### src/rtl/alu_pkg.sv
// Shared ALU types: the result width and the signed result type used by the
// ALU, its result sink and their benches.
package alu_pkg;

   localparam int ALU_RES_W = 6;

   typedef logic signed [ALU_RES_W-1:0] alu_res_t;

endpackage

### src/rtl/sync_fifo.sv
// Single-clock show-ahead FIFO with synchronous flush and occupancy output.
// DEPTH must be a power of two so the pointers wrap by plain overflow.
module sync_fifo #(
   parameter int WIDTH = 6,
   parameter int DEPTH = 4
) (
   input  logic                       clk,
   input  logic                       rst,
   input  logic                       push_i,
   input  logic                       pop_i,
   input  logic                       flush_i,
   input  logic [WIDTH-1:0]           wdata_i,
   output logic [WIDTH-1:0]           rdata_o,
   output logic                       full_o,
   output logic                       empty_o,
   output logic [$clog2(DEPTH):0]     level_o
);

   localparam int PTR_W = $clog2(DEPTH);
   localparam int LVL_W = PTR_W + 1;

   logic [WIDTH-1:0] mem_q [DEPTH];
   logic [PTR_W-1:0] wrPtr_q, wrPtr_d;
   logic [PTR_W-1:0] rdPtr_q, rdPtr_d;
   logic [LVL_W-1:0] level_q, level_d;
   logic             doPush;
   logic             doPop;

   assign full_o  = (level_q == LVL_W'(DEPTH));
   assign empty_o = (level_q == '0);
   assign level_o = level_q;
   assign rdata_o = empty_o ? '0 : mem_q[rdPtr_q];

   // A flush swallows any same-cycle push or pop; a push into a full FIFO
   // is only legal when the head leaves in the same cycle.
   assign doPop  = pop_i && !empty_o && !flush_i;
   assign doPush = push_i && (!full_o || doPop) && !flush_i;

   always_comb begin
      wrPtr_d = wrPtr_q;
      rdPtr_d = rdPtr_q;
      level_d = level_q;
      if (flush_i) begin
         wrPtr_d = '0;
         rdPtr_d = '0;
         level_d = '0;
      end else begin
         if (doPush) wrPtr_d = wrPtr_q + 1'b1;
         if (doPop)  rdPtr_d = rdPtr_q + 1'b1;
         if (doPush && !doPop)      level_d = level_q + 1'b1;
         else if (doPop && !doPush) level_d = level_q - 1'b1;
      end
   end

   always_ff @(posedge clk) begin
      if (rst) begin
         wrPtr_q <= '0;
         rdPtr_q <= '0;
         level_q <= '0;
      end else begin
         wrPtr_q <= wrPtr_d;
         rdPtr_q <= rdPtr_d;
         level_q <= level_d;
      end
   end

   // Storage carries no reset; stale entries are never visible while empty.
   always_ff @(posedge clk) begin
      if (doPush) mem_q[wrPtr_q] <= wdata_i;
   end

endmodule

### src/rtl/alu_result_sink.sv
// Buffers ALU results (which arrive without backpressure) in a FIFO and hands
// them downstream over valid/ready, keeping saturating receive/drop counts.
module alu_result_sink
   import alu_pkg::*;
#(
   parameter int DEPTH = 4,
   parameter int CNT_W = 8
) (
   input  logic                        clk,
   input  logic                        rst,
   input  logic signed [ALU_RES_W-1:0] C,
   input  logic                        C_en,
   input  logic                        flush,
   output logic signed [ALU_RES_W-1:0] out_data,
   output logic                        out_valid,
   input  logic                        out_ready,
   output logic                        full,
   output logic [$clog2(DEPTH):0]      level,
   output logic [CNT_W-1:0]            rcv_cnt,
   output logic [CNT_W-1:0]            drop_cnt
);

   logic                 empty;
   logic                 pop;
   logic                 push;
   logic                 drop;
   logic [ALU_RES_W-1:0] headData;
   logic [CNT_W-1:0]     rcvCnt_q, rcvCnt_d;
   logic [CNT_W-1:0]     dropCnt_q, dropCnt_d;

   assign out_valid = !empty;
   assign out_data  = headData;
   assign pop       = out_valid && out_ready;
   assign push      = C_en && (!full || pop);
   assign drop      = C_en && full && !pop;
   assign rcv_cnt   = rcvCnt_q;
   assign drop_cnt  = dropCnt_q;

   sync_fifo #(
      .WIDTH (ALU_RES_W),
      .DEPTH (DEPTH)
   ) u_fifo (
      .clk     (clk),
      .rst     (rst),
      .push_i  (push),
      .pop_i   (pop),
      .flush_i (flush),
      .wdata_i (C),
      .rdata_o (headData),
      .full_o  (full),
      .empty_o (empty),
      .level_o (level)
   );

   // Events discarded by a flush are not counted; counters stick at all-ones.
   always_comb begin
      rcvCnt_d  = rcvCnt_q;
      dropCnt_d = dropCnt_q;
      if (!flush) begin
         if (push && (rcvCnt_q != '1))  rcvCnt_d  = rcvCnt_q + 1'b1;
         if (drop && (dropCnt_q != '1)) dropCnt_d = dropCnt_q + 1'b1;
      end
   end

   always_ff @(posedge clk) begin
      if (rst) begin
         rcvCnt_q  <= '0;
         dropCnt_q <= '0;
      end else begin
         rcvCnt_q  <= rcvCnt_d;
         dropCnt_q <= dropCnt_d;
      end
   end

endmodule

### config.mk
export PLATFORM = sky130hd
export DESIGN_NAME = alu_result_sink
export DESIGN_NICKNAME = d
export VERILOG_FILES = /design/src/rtl/alu_pkg.sv /design/src/rtl/sync_fifo.sv /design/src/rtl/alu_result_sink.sv
export SDC_FILE = /design/constraint.sdc
export NUM_CORES = 1
export LEC_CHECK = 0
export BUFFER_PORTS_ARGS = -buffer_cell sky130_fd_sc_hd__buf_4
export CAP_MARGIN = 30
export CORE_MARGIN = 2
export CORE_UTILIZATION = 45
export CTS_BUF_LIST = sky130_fd_sc_hd__clkbuf_16
export CTS_CLUSTER_DIAMETER = 100
export DETAILED_ROUTE_END_ITERATION = 10
export GPL_ROUTABILITY_DRIVEN = 1
export PLACE_DENSITY = 0.75
export SLEW_MARGIN = 30
export SYNTH_ARGS = -nofsm -noshare
export SYNTH_HDL_FRONTEND = slang
export SYNTH_HIERARCHICAL = 1
export SYNTH_SLANG_ARGS = --single-unit
### constraint.sdc
create_clock -name clk -period 7.83 [get_ports clk]
set_input_delay 0.783 -clock clk [delete_from_list [all_inputs] [get_ports clk]]
set_output_delay 0.783 -clock clk [all_outputs]
set_load 0.01 [all_outputs]
==> impl_metrics.toml, run 1 <==
[critical_path]
timing_worst_setup_path_type = "register to register"
endpoint_kind = "register"
cp_max_fo = 10
start_kind = "register"
worstPathArrival_ps = 3500
ff2ff_path_depth = 11
worst-endpoint-required_ps = 8050

[detailed_routing]
wl_mm = 4.14
drt-pass1-iter-count = 4
routed_via_density = 5.29
drt_iter0_markers = 82
antenna_left = 0
drc = 0
wl_per_cell_um = 14.3
via_count = 1534

[finish]
final_common_cell = "buf_4"
drive_gt1_frac = 0.300
diodes = 0
syn_to_final_growth_pct = 22.3
fin_nets = 241
final_cell_mix = "buf_4, dfxtp_1, edfxtp_1"

[floorplanning]
core_area_mm2 = 0.00475
die_y_um = 74.7
rows = 25
start_util = 0.473
io_pins = 38
dieArea_mm2 = 0.00557
dieWidth_um = 74.7

[sta]
period_needed_ps = 3280
worst_pin_slew_ps = 675
fin_ws_ps = 4550
slew_headroom = 0.548
final-setup-viol-count = 0
fmax_ghz = 0.305
final.setup_skew_ps = 5.49
rsz0062_at_grt = "no"
hold_viol_final = 0
finalSetupTns_ps = 0
finalMaxSlewViolations = 0
post-route-period-util = 0.419

[yosys]
synth_area_leaders = "edfxtp_1, dfxtp_1, mux4_2"
synth_top_area_frac = 0.321
synth_seq_area_share = 0.543
syn_inst = 184
syn_nets = 203
yosysWarnings = 6
synth_edf_count = 24
ys_ff_latch = 49
avgSynthCellArea_um2 = 12.2
synthesis.area_mm2 = 0.00225
synth_ff_type = "dfxtp_1"
yosysTopAreaCell = "edfxtp_1"
synth_cell_types = 51
synth-async-reset-ratio = 0

[grt]
met3_usage = 0.0415
grt_pass1_wl_mm = 6.89
antenna_found_initial = 0
grt_use_met1 = 0.222
grt_max_degree = 19
grtUsageMet2 = 0.261
grt_pass1_vias = 1460
grt_usage = 0.166
grt-ovfl-total = 0
top_usage_layer = "met2"

[worst_hold_path]
min_path_type = "register to register"
hold_depth = 2

[clock_network]
cts-buffers-inserted = 5
cts_hold_buf = 0
post-cts-setup-buffer-count = 0
path_clk_slew_ps = 60
cts_root_buf = "clkbuf_16"
cts_resized = 0
h-tree-depth = 2
cts_max_path_buffers = 2
clk_latency_ps = 290
clock-sinks = 49
cts_tree = "yes"

[place]
gp_congestion = 0.700
dp_hpwl_mm = 2.87
pre_cts_ws_ps = 4560
portBuffers = 37

[pwr]
p_total_w = 0.000551
switching_share = 0.204
power.internal_w = 0.000439
seq_power_share = 0.499
switching_power_w = 0.000112
p_clk_frac = 0.435
p_leak_nw = 1.05
combinationalPowerShare = 0.066
p_per_area_mw_per_mm2 = 201
ir_drop_uv = 85.1

[flow_run]
maxCapViolations = 0

[outcome]
run_status = "finished, final reports clean"
power groups by stage:
stage / Sequential (W) / Clock, W / Combinational, W
5_1_grt: 0.000275 / 0.000255 / 0.0000403
6_report: 0.000275 / 0.000240 / 0.0000363
3_5_place_dp: 0.000281 / 0 / 0.0000365
4_1_cts: 0.000275 / 0.000247 / 0.0000367
3_3_place_gp: 0.000280 / 0 / 0.0000358
2_1_floorplan: 0.000281 / 0 / 0.0000207
Yosys cell counts (2+ instances only):
| library cell | n |
|---|---|
| mux4_2 | 6 |
| or2_2 | 2 |
| and3_1 | 3 |
| ha_1 | 7 |
| nand3_1 | 9 |
| xor2_1 | 4 |
| nor3_1 | 3 |
| a31oi_1 | 2 |
| o21ai_0 | 6 |
| nor2_1 | 8 |
| or4_1 | 3 |
| nand2_1 | 4 |
| o211a_1 | 2 |
| a21oi_1 | 12 |
| clkbuf_1 | 2 |
| buf_2 | 2 |
| dfxtp_1 | 25 |
| mux2i_1 | 2 |
| inv_1 | 8 |
| and3_2 | 3 |
| edfxtp_1 | 24 |
| or3_1 | 6 |
| o31ai_1 | 6 |
| nor2b_1 | 8 |
critical path, cell delays in order (launching register included):
cell	delay, ps
dfxtp_1	380
nor3_2	610
nand2b_4	290
clkinv_2	100
or4b_1	610
and2_4	230
ha_1	210
inv_1	70
fa_1	170
xor2_1	70
or3_1	320
a21oi_1	150
routing by layer:
metal | vias up | routed length [µm]
met1 | 727 | 1920
li1 | 775 | -
met2 | 22 | 2010
met5 | - | 0
met4 | 0 | 89
met3 | 10 | 119
final timing paths:
| path | start | to | slack [ps] |
|---|---|---|---|
| hold reg to reg | u_fifo/rdPtr_q[1] | u_fifo/rdPtr_q[1] | 500 |
| setup reg to reg | u_fifo/level_o[1] | u_fifo/level_o[2] | 4550 |
| setup / recovery | u_fifo/level_o[1] | u_fifo/level_o[2] | 4550 |
| hold / removal | u_fifo/rdPtr_q[1] | u_fifo/rdPtr_q[1] | 500 |
cells by family (layout without fill, tap and decap cells):
family                   after synthesis  count (layout)  share of synthesized area
AND/OR/NAND/NOR                       61              61                      0.173
flip-flops                            49              49                      0.543
AO/OA/AOI/OAI                         39              39                      0.121
buffers and inverters                 15              54                     0.0301
adder cells (fa/ha/maj)                8               8                     0.0479
multiplexers                           8               8                     0.0690
XOR/XNOR                               4               4                     0.0156
through the flow:
step | utilization | std cells | instance area (µm²) | hold slack, ps
final | 0.578 | 290 | 2750 | 501
after global routing | 0.578 | 290 | 2750 | 542
after CTS | 0.578 | 290 | 2750 | 508
after detailed placement | 0.543 | 282 | 2580 | 499
after global placement | 0.542 | 282 | 2580 | 479
after floorplan | - | 184 | 2250 | 465
flip-flops by register name, summed over array words and instances, names as in the netlist, named ones only:
name,flops
u_fifo/mem_q,24
drop_cnt,8
rcv_cnt,8
u_fifo/level_o,3
u_fifo/rdPtr_q,2
u_fifo/wrPtr_q,2
final cells by class:
class | count | area, µm²
clock buffers | 5 | 125
flip-flops and latches | 49 | 1220
repair buffers | 37 | 278
clock inverters | 3 | 41.3
multi-input cells | 120 | 963
fillers | 420 | 2010
inverters | 9 | 35.0
well taps | 67 | 83.8
No activity file was read; power rests on OpenSTA's default activity.
==> inputs of run 2 (changes only) <==
Clock period 7.83 ns to 3.4 ns, I/O delays scaled along.
==> impl_metrics.toml, run 2 (synthesized netlist as in run 1, its figures left out) <==
[detailed_routing]
routed_via_density = 5.27
wl_per_cell_um = 14.2
drt_iter0_markers = 126
via_count = 1533
drc = 0
drt-pass1-iter-count = 4
antenna_left = 0
wl_mm = 4.14

[place]
dp_hpwl_mm = 2.89
portBuffers = 37
gp_congestion = 0.746
place_area_mm2 = 0.00258

[critical_path]
r2r_start = "u_fifo/level_o[1]"
endpoint_kind = "register"
crit_path_max_incr_delay_ps = 600
worst-endpoint-required_ps = 3620
critPathSlowestCell = "or4b_1"
cp_max_fo = 8
r2r-end = "u_fifo/level_o[2]"
worstPathCellList = "nor3_1 -> nand2b_4 -> clkinv_2 -> or4b_1 -> and2_4 -> ha_1 -> inv_1 -> fa_1 -> xor2_1 -> or3_1 -> a21oi_1"
r2r_setup_slack_ps = 520
start_kind = "register"
timing_worst_setup_path_type = "register to register"
ff2ff_path_depth = 11
worstPathArrival_ps = 3090

[grt]
antenna_found_initial = 0
grt_pass1_vias = 1435
grt_usage = 0.162
grt_max_degree = 19
grt-ovfl-total = 0
grt_pass1_wl_mm = 6.78

[sta]
finalMaxSlewViolations = 0
final-setup-viol-count = 0
finalSetupTns_ps = 0
slew_headroom = 0.560
final.setup_skew_ps = 3.89
period_needed_ps = 2880
hold_viol_final = 0
post-route-period-util = 0.846
fmax_ghz = 0.348
worst_pin_slew_ps = 658
rsz0062_at_grt = "no"

[floorplanning]
core_area_mm2 = 0.00475
io_pins = 38
dieWidth_um = 74.7
dieArea_mm2 = 0.00557
start_util = 0.473
die_y_um = 74.7
rows = 25

[finish]
fin_util = 0.579
final_common_cell = "buf_4"
largest_reg_flops = 24
regMostFlops = "u_fifo/mem_q"
fillCellCount = 407
fin_nets = 242
syn_to_final_growth_pct = 22.4
design_area_mm2 = 0.00275
drive_gt1_frac = 0.299
final_cell_mix = "buf_4, dfxtp_1, edfxtp_1"
diodes = 0

[worst_hold_path]
min_to = "u_fifo/mem_q[3][5]"
min_path_type = "input port to register"
hold_start = "C[5]"
hold_depth = 1

[pwr]
p_leak_nw = 1.06
ir_drop_uv = 246
p_total_w = 0.00127
p_per_area_mw_per_mm2 = 461

[clock_network]
cts_root_buf = "clkbuf_16"
cts-buffers-inserted = 5
cts_max_path_buffers = 2
cts_hold_buf = 0
h-tree-depth = 2
clock-sinks = 49
post-cts-setup-buffer-count = 0
path_clk_slew_ps = 60
clk_latency_ps = 280
cts_tree = "yes"
cts_resized = 0

[flow_run]
maxCapViolations = 0

[outcome]
run_status = "finished, final reports clean"
-- run 2: cell count changes in the layout (fill, tap and decap cells not counted), sizes merged --
cell | before | now
clkinvlp | 1 | 0
inv | 8 | 9
buf | 37 | 38
-- run 2: power by group --
group          switching [W]  internal (W)  leakage [nW]
sequential        0.00000623      0.000627         0.420
combinational      0.0000442     0.0000410         0.555
clock               0.000204      0.000345        0.0852
-- run 2: routing by layer --
metal | share of wire | wire (µm) | vias to the layer above | track usage
met1 | 0.45 | 1840 | 737 | 0.207
li1 | - | - | 775 | -
met2 | 0.52 | 2150 | 17 | 0.272
met4 | 0.011 | 46 | 0 | 0.0595
met3 | 0.024 | 100 | 4 | 0.0361
met5 | 0 | 0 | - | 0
-- run 2: layout make-up --
cell class | count | area [µm²] | area share
Clock buffer | 5 | 125 | 0.0455
Timing Repair Buffer | 38 | 285 | 0.104
Inverter | 9 | 35.0 | 0.0127
Multi-Input combinational cell | 120 | 958 | 0.348
Clock inverter | 3 | 42.5 | 0.0155
Tap cell | 67 | 83.8 | 0.0305
Sequential cell | 49 | 1220 | 0.444
-- run 2: worst max-delay path by stage --
stage	start	endpoint	slack [ps]
6_report	u_fifo/level_o[1]	u_fifo/level_o[2]	520
5_1_grt	u_fifo/level_o[0]	u_fifo/level_o[2]	310
4_1_cts	u_fifo/level_o[1]	u_fifo/level_o[2]	490
3_5_place_dp	u_fifo/level_o[1]	u_fifo/level_o[2]	590
3_3_place_gp	u_fifo/level_o[1]	u_fifo/level_o[2]	690
2_1_floorplan	u_fifo/level_o[1]	u_fifo/level_o[2]	310
-- run 2: critical path: cells and delay by family, from the launching register on --
| kind | cells | cell delay, ps |
|---|---|---|
| and+or+nand+nor | 5 | 1680 |
| AOI/OAI and AO/OA | 1 | 140 |
| xor gates and xnor gates | 1 | 70 |
| DFF | 1 | 380 |
| adders and majority gates | 2 | 380 |
| buffers and inverters | 2 | 160 |
-- run 2: metrics by stage --
step	setup slack [ps]	hold slack, ps	instances
finish	524	257	291
CTS	493	252	291
floorplan	309	439	184
global placement	688	478	283
global route	313	252	291
detailed placement	587	502	283
==> inputs of run 3 (changes only) <==
Settings changed: PLACE_DENSITY 0.75 to 0.78.
Clock period 3.4 ns to 2.4 ns, I/O delays scaled along.
==> impl_metrics.toml, run 3 (synthesized netlist as in run 1, its figures left out) <==
[outcome]
run_status = "finished, final reports clean"

[floorplanning]
rows = 25
dieWidth_um = 74.7
core_area_mm2 = 0.00475
dieArea_mm2 = 0.00557
die_y_um = 74.7
start_util = 0.473
io_pins = 38

[sta]
worst_pin_slew_ps = 414
fmax_ghz = 0.421
period_needed_ps = 2380
finalMaxSlewViolations = 0
rsz0062_at_grt = "yes"
slew_headroom = 0.724
final.setup_skew_ps = 3.13
post-route-period-util = 0.990
hold_viol_final = 0
final-setup-viol-count = 0

[detailed_routing]
drt_iter0_markers = 74
via_count = 1611
drc = 0
routed_via_density = 5.35
wl_mm = 4.18
antenna_left = 0
drt-pass1-iter-count = 4
wl_per_cell_um = 13.9

[critical_path]
crit_buf_inv = 2
worst_path_dominant_cell_family = "simple AND/OR/NAND/NOR gates"
endpoint_kind = "register"
worst-endpoint-required_ps = 2610
crit_path_max_incr_delay_ps = 510
worstPathCellList = "nor3_4 -> nand2b_4 -> clkinv_4 -> or4b_4 -> and2_4 -> ha_4 -> inv_2 -> fa_2 -> xor2_1 -> or3_1 -> a21oi_1"
timing_worst_setup_path_type = "register to register"
critPathSlowestCell = "or4b_4"
r2r_setup_slack_ps = 20
start_kind = "register"
cp_max_fo = 3
worstPathArrival_ps = 2590

[finish]
final_common_cell = "buf_4"
final_cell_mix = "buf_4, edfxtp_1, dfxtp_1"
regMostFlops = "u_fifo/mem_q"
design_area_mm2 = 0.00287
diodes = 0
syn_to_final_growth_pct = 27.8
finish.cell_count_without_fillers = 301
largest_reg_flops = 24
drive_gt1_frac = 0.363
fin_nets = 252

[flow_run]
maxCapViolations = 0

[pwr]
switching_power_w = 0.000360
p_per_area_mw_per_mm2 = 630
power.internal_w = 0.00145
combinationalPowerShare = 0.080
ir_drop_uv = 361
p_leak_nw = 1.11
p_clk_frac = 0.426
seq_power_share = 0.495
switching_share = 0.199

[clock_network]
clock-sinks = 49
clk_latency_ps = 280
cts_tree = "yes"
cts_root_buf = "clkbuf_16"
cts-buffers-inserted = 5
h-tree-depth = 2
path_clk_slew_ps = 60
cts_hold_buf = 0
cts_max_path_buffers = 2

[place]
portBuffers = 37
dp_hpwl_mm = 2.89
place_area_mm2 = 0.00267
dp_cells = 290
gp_congestion = 0.783

[grt]
grt_pass1_wl_mm = 6.64
grt-ovfl-total = 0
grt_usage = 0.159
grt_max_degree = 19
grt_pass1_vias = 1380
antenna_found_initial = 0

[worst_hold_path]
min_path_type = "input port to register"
run 3: changes by cell type in the layout (fill, tap and decap cells not counted), sizes merged:
cell      delta
clkinvlp     +1
inv          -1
buf         +10
run 3: worst reg2reg max path: cells and delay by family (launching register included):
family	cells	cell delay [ps]
adder cells (fa/ha/maj)	2	350
XOR/XNOR	1	60
AND/OR/NAND/NOR	5	1340
flip-flops	1	330
AO/OA/AOI/OAI	1	120
buffers and inverters	2	100
run 3: timing repair:
| item | 4_1_cts | 5_1_grt |
|---|---|---|
| hold endpoints to repair | 0 | 0 |
| resized for setup | 1 | 2 |
| pin swaps | 1 | 3 |
| setup buffers | 1 | 2 |
| endpoints found under the setup margin | 1 | 2 |
run 3: final timing paths:
kind | cells past startpoint | start | end
min | 1 | C[3] | u_fifo/mem_q[1][3]
min reg2reg | 2 | drop_cnt[6] | drop_cnt[6]
max | 11 | u_fifo/level_o[2] | u_fifo/level_o[2]
max reg2reg | 11 | u_fifo/level_o[2] | u_fifo/level_o[2]
run 3: power groups by stage:
stage	logic, W	registers, W	clock network [W]
global placement	0.000135	0.000912	0
floorplan	0.0000734	0.000916	0
finish	0.000144	0.000895	0.000770
CTS	0.000141	0.000895	0.000789
global route	0.000159	0.000895	0.000820
detailed placement	0.000138	0.000913	0
run 3: routing by layer:
| metal | wire, µm | global-route usage | vias up |
|---|---|---|---|
| li1 | - | - | 795 |
| met1 | 1960 | 0.215 | 785 |
| met2 | 2000 | 0.249 | 25 |
| met3 | 135 | 0.0321 | 6 |
| met4 | 80 | 0.0714 | 0 |
| met5 | 0 | 0 | - |
run 3: final cells by class:
type	count	area, µm²
clock buffers	5	125
clock inverters	3	41.3
fillers	402	1880
inverters	9	38.8
multi-input cells	120	996
flip-flops and latches	49	1230
well taps	67	83.8
repair buffers	48	360
run 3: per-stage QoR:
| stage | power [W] | TNS, ps | utilization | setup slack [ps] | hold WS (ps) |
|---|---|---|---|---|---|
| global placement | 0.00105 | 0 | 0.562 | 5.80 | 444 |
| floorplan | 0.000989 | -557 | - | -292 | 339 |
| detailed placement | 0.00105 | -25.5 | 0.562 | -25.5 | 448 |
| finish | 0.00181 | 0 | 0.604 | 23.5 | 157 |
| global route | 0.00187 | -103 | 0.604 | -100 | 153 |
| CTS | 0.00183 | 0 | 0.599 | 12.8 | 151 |
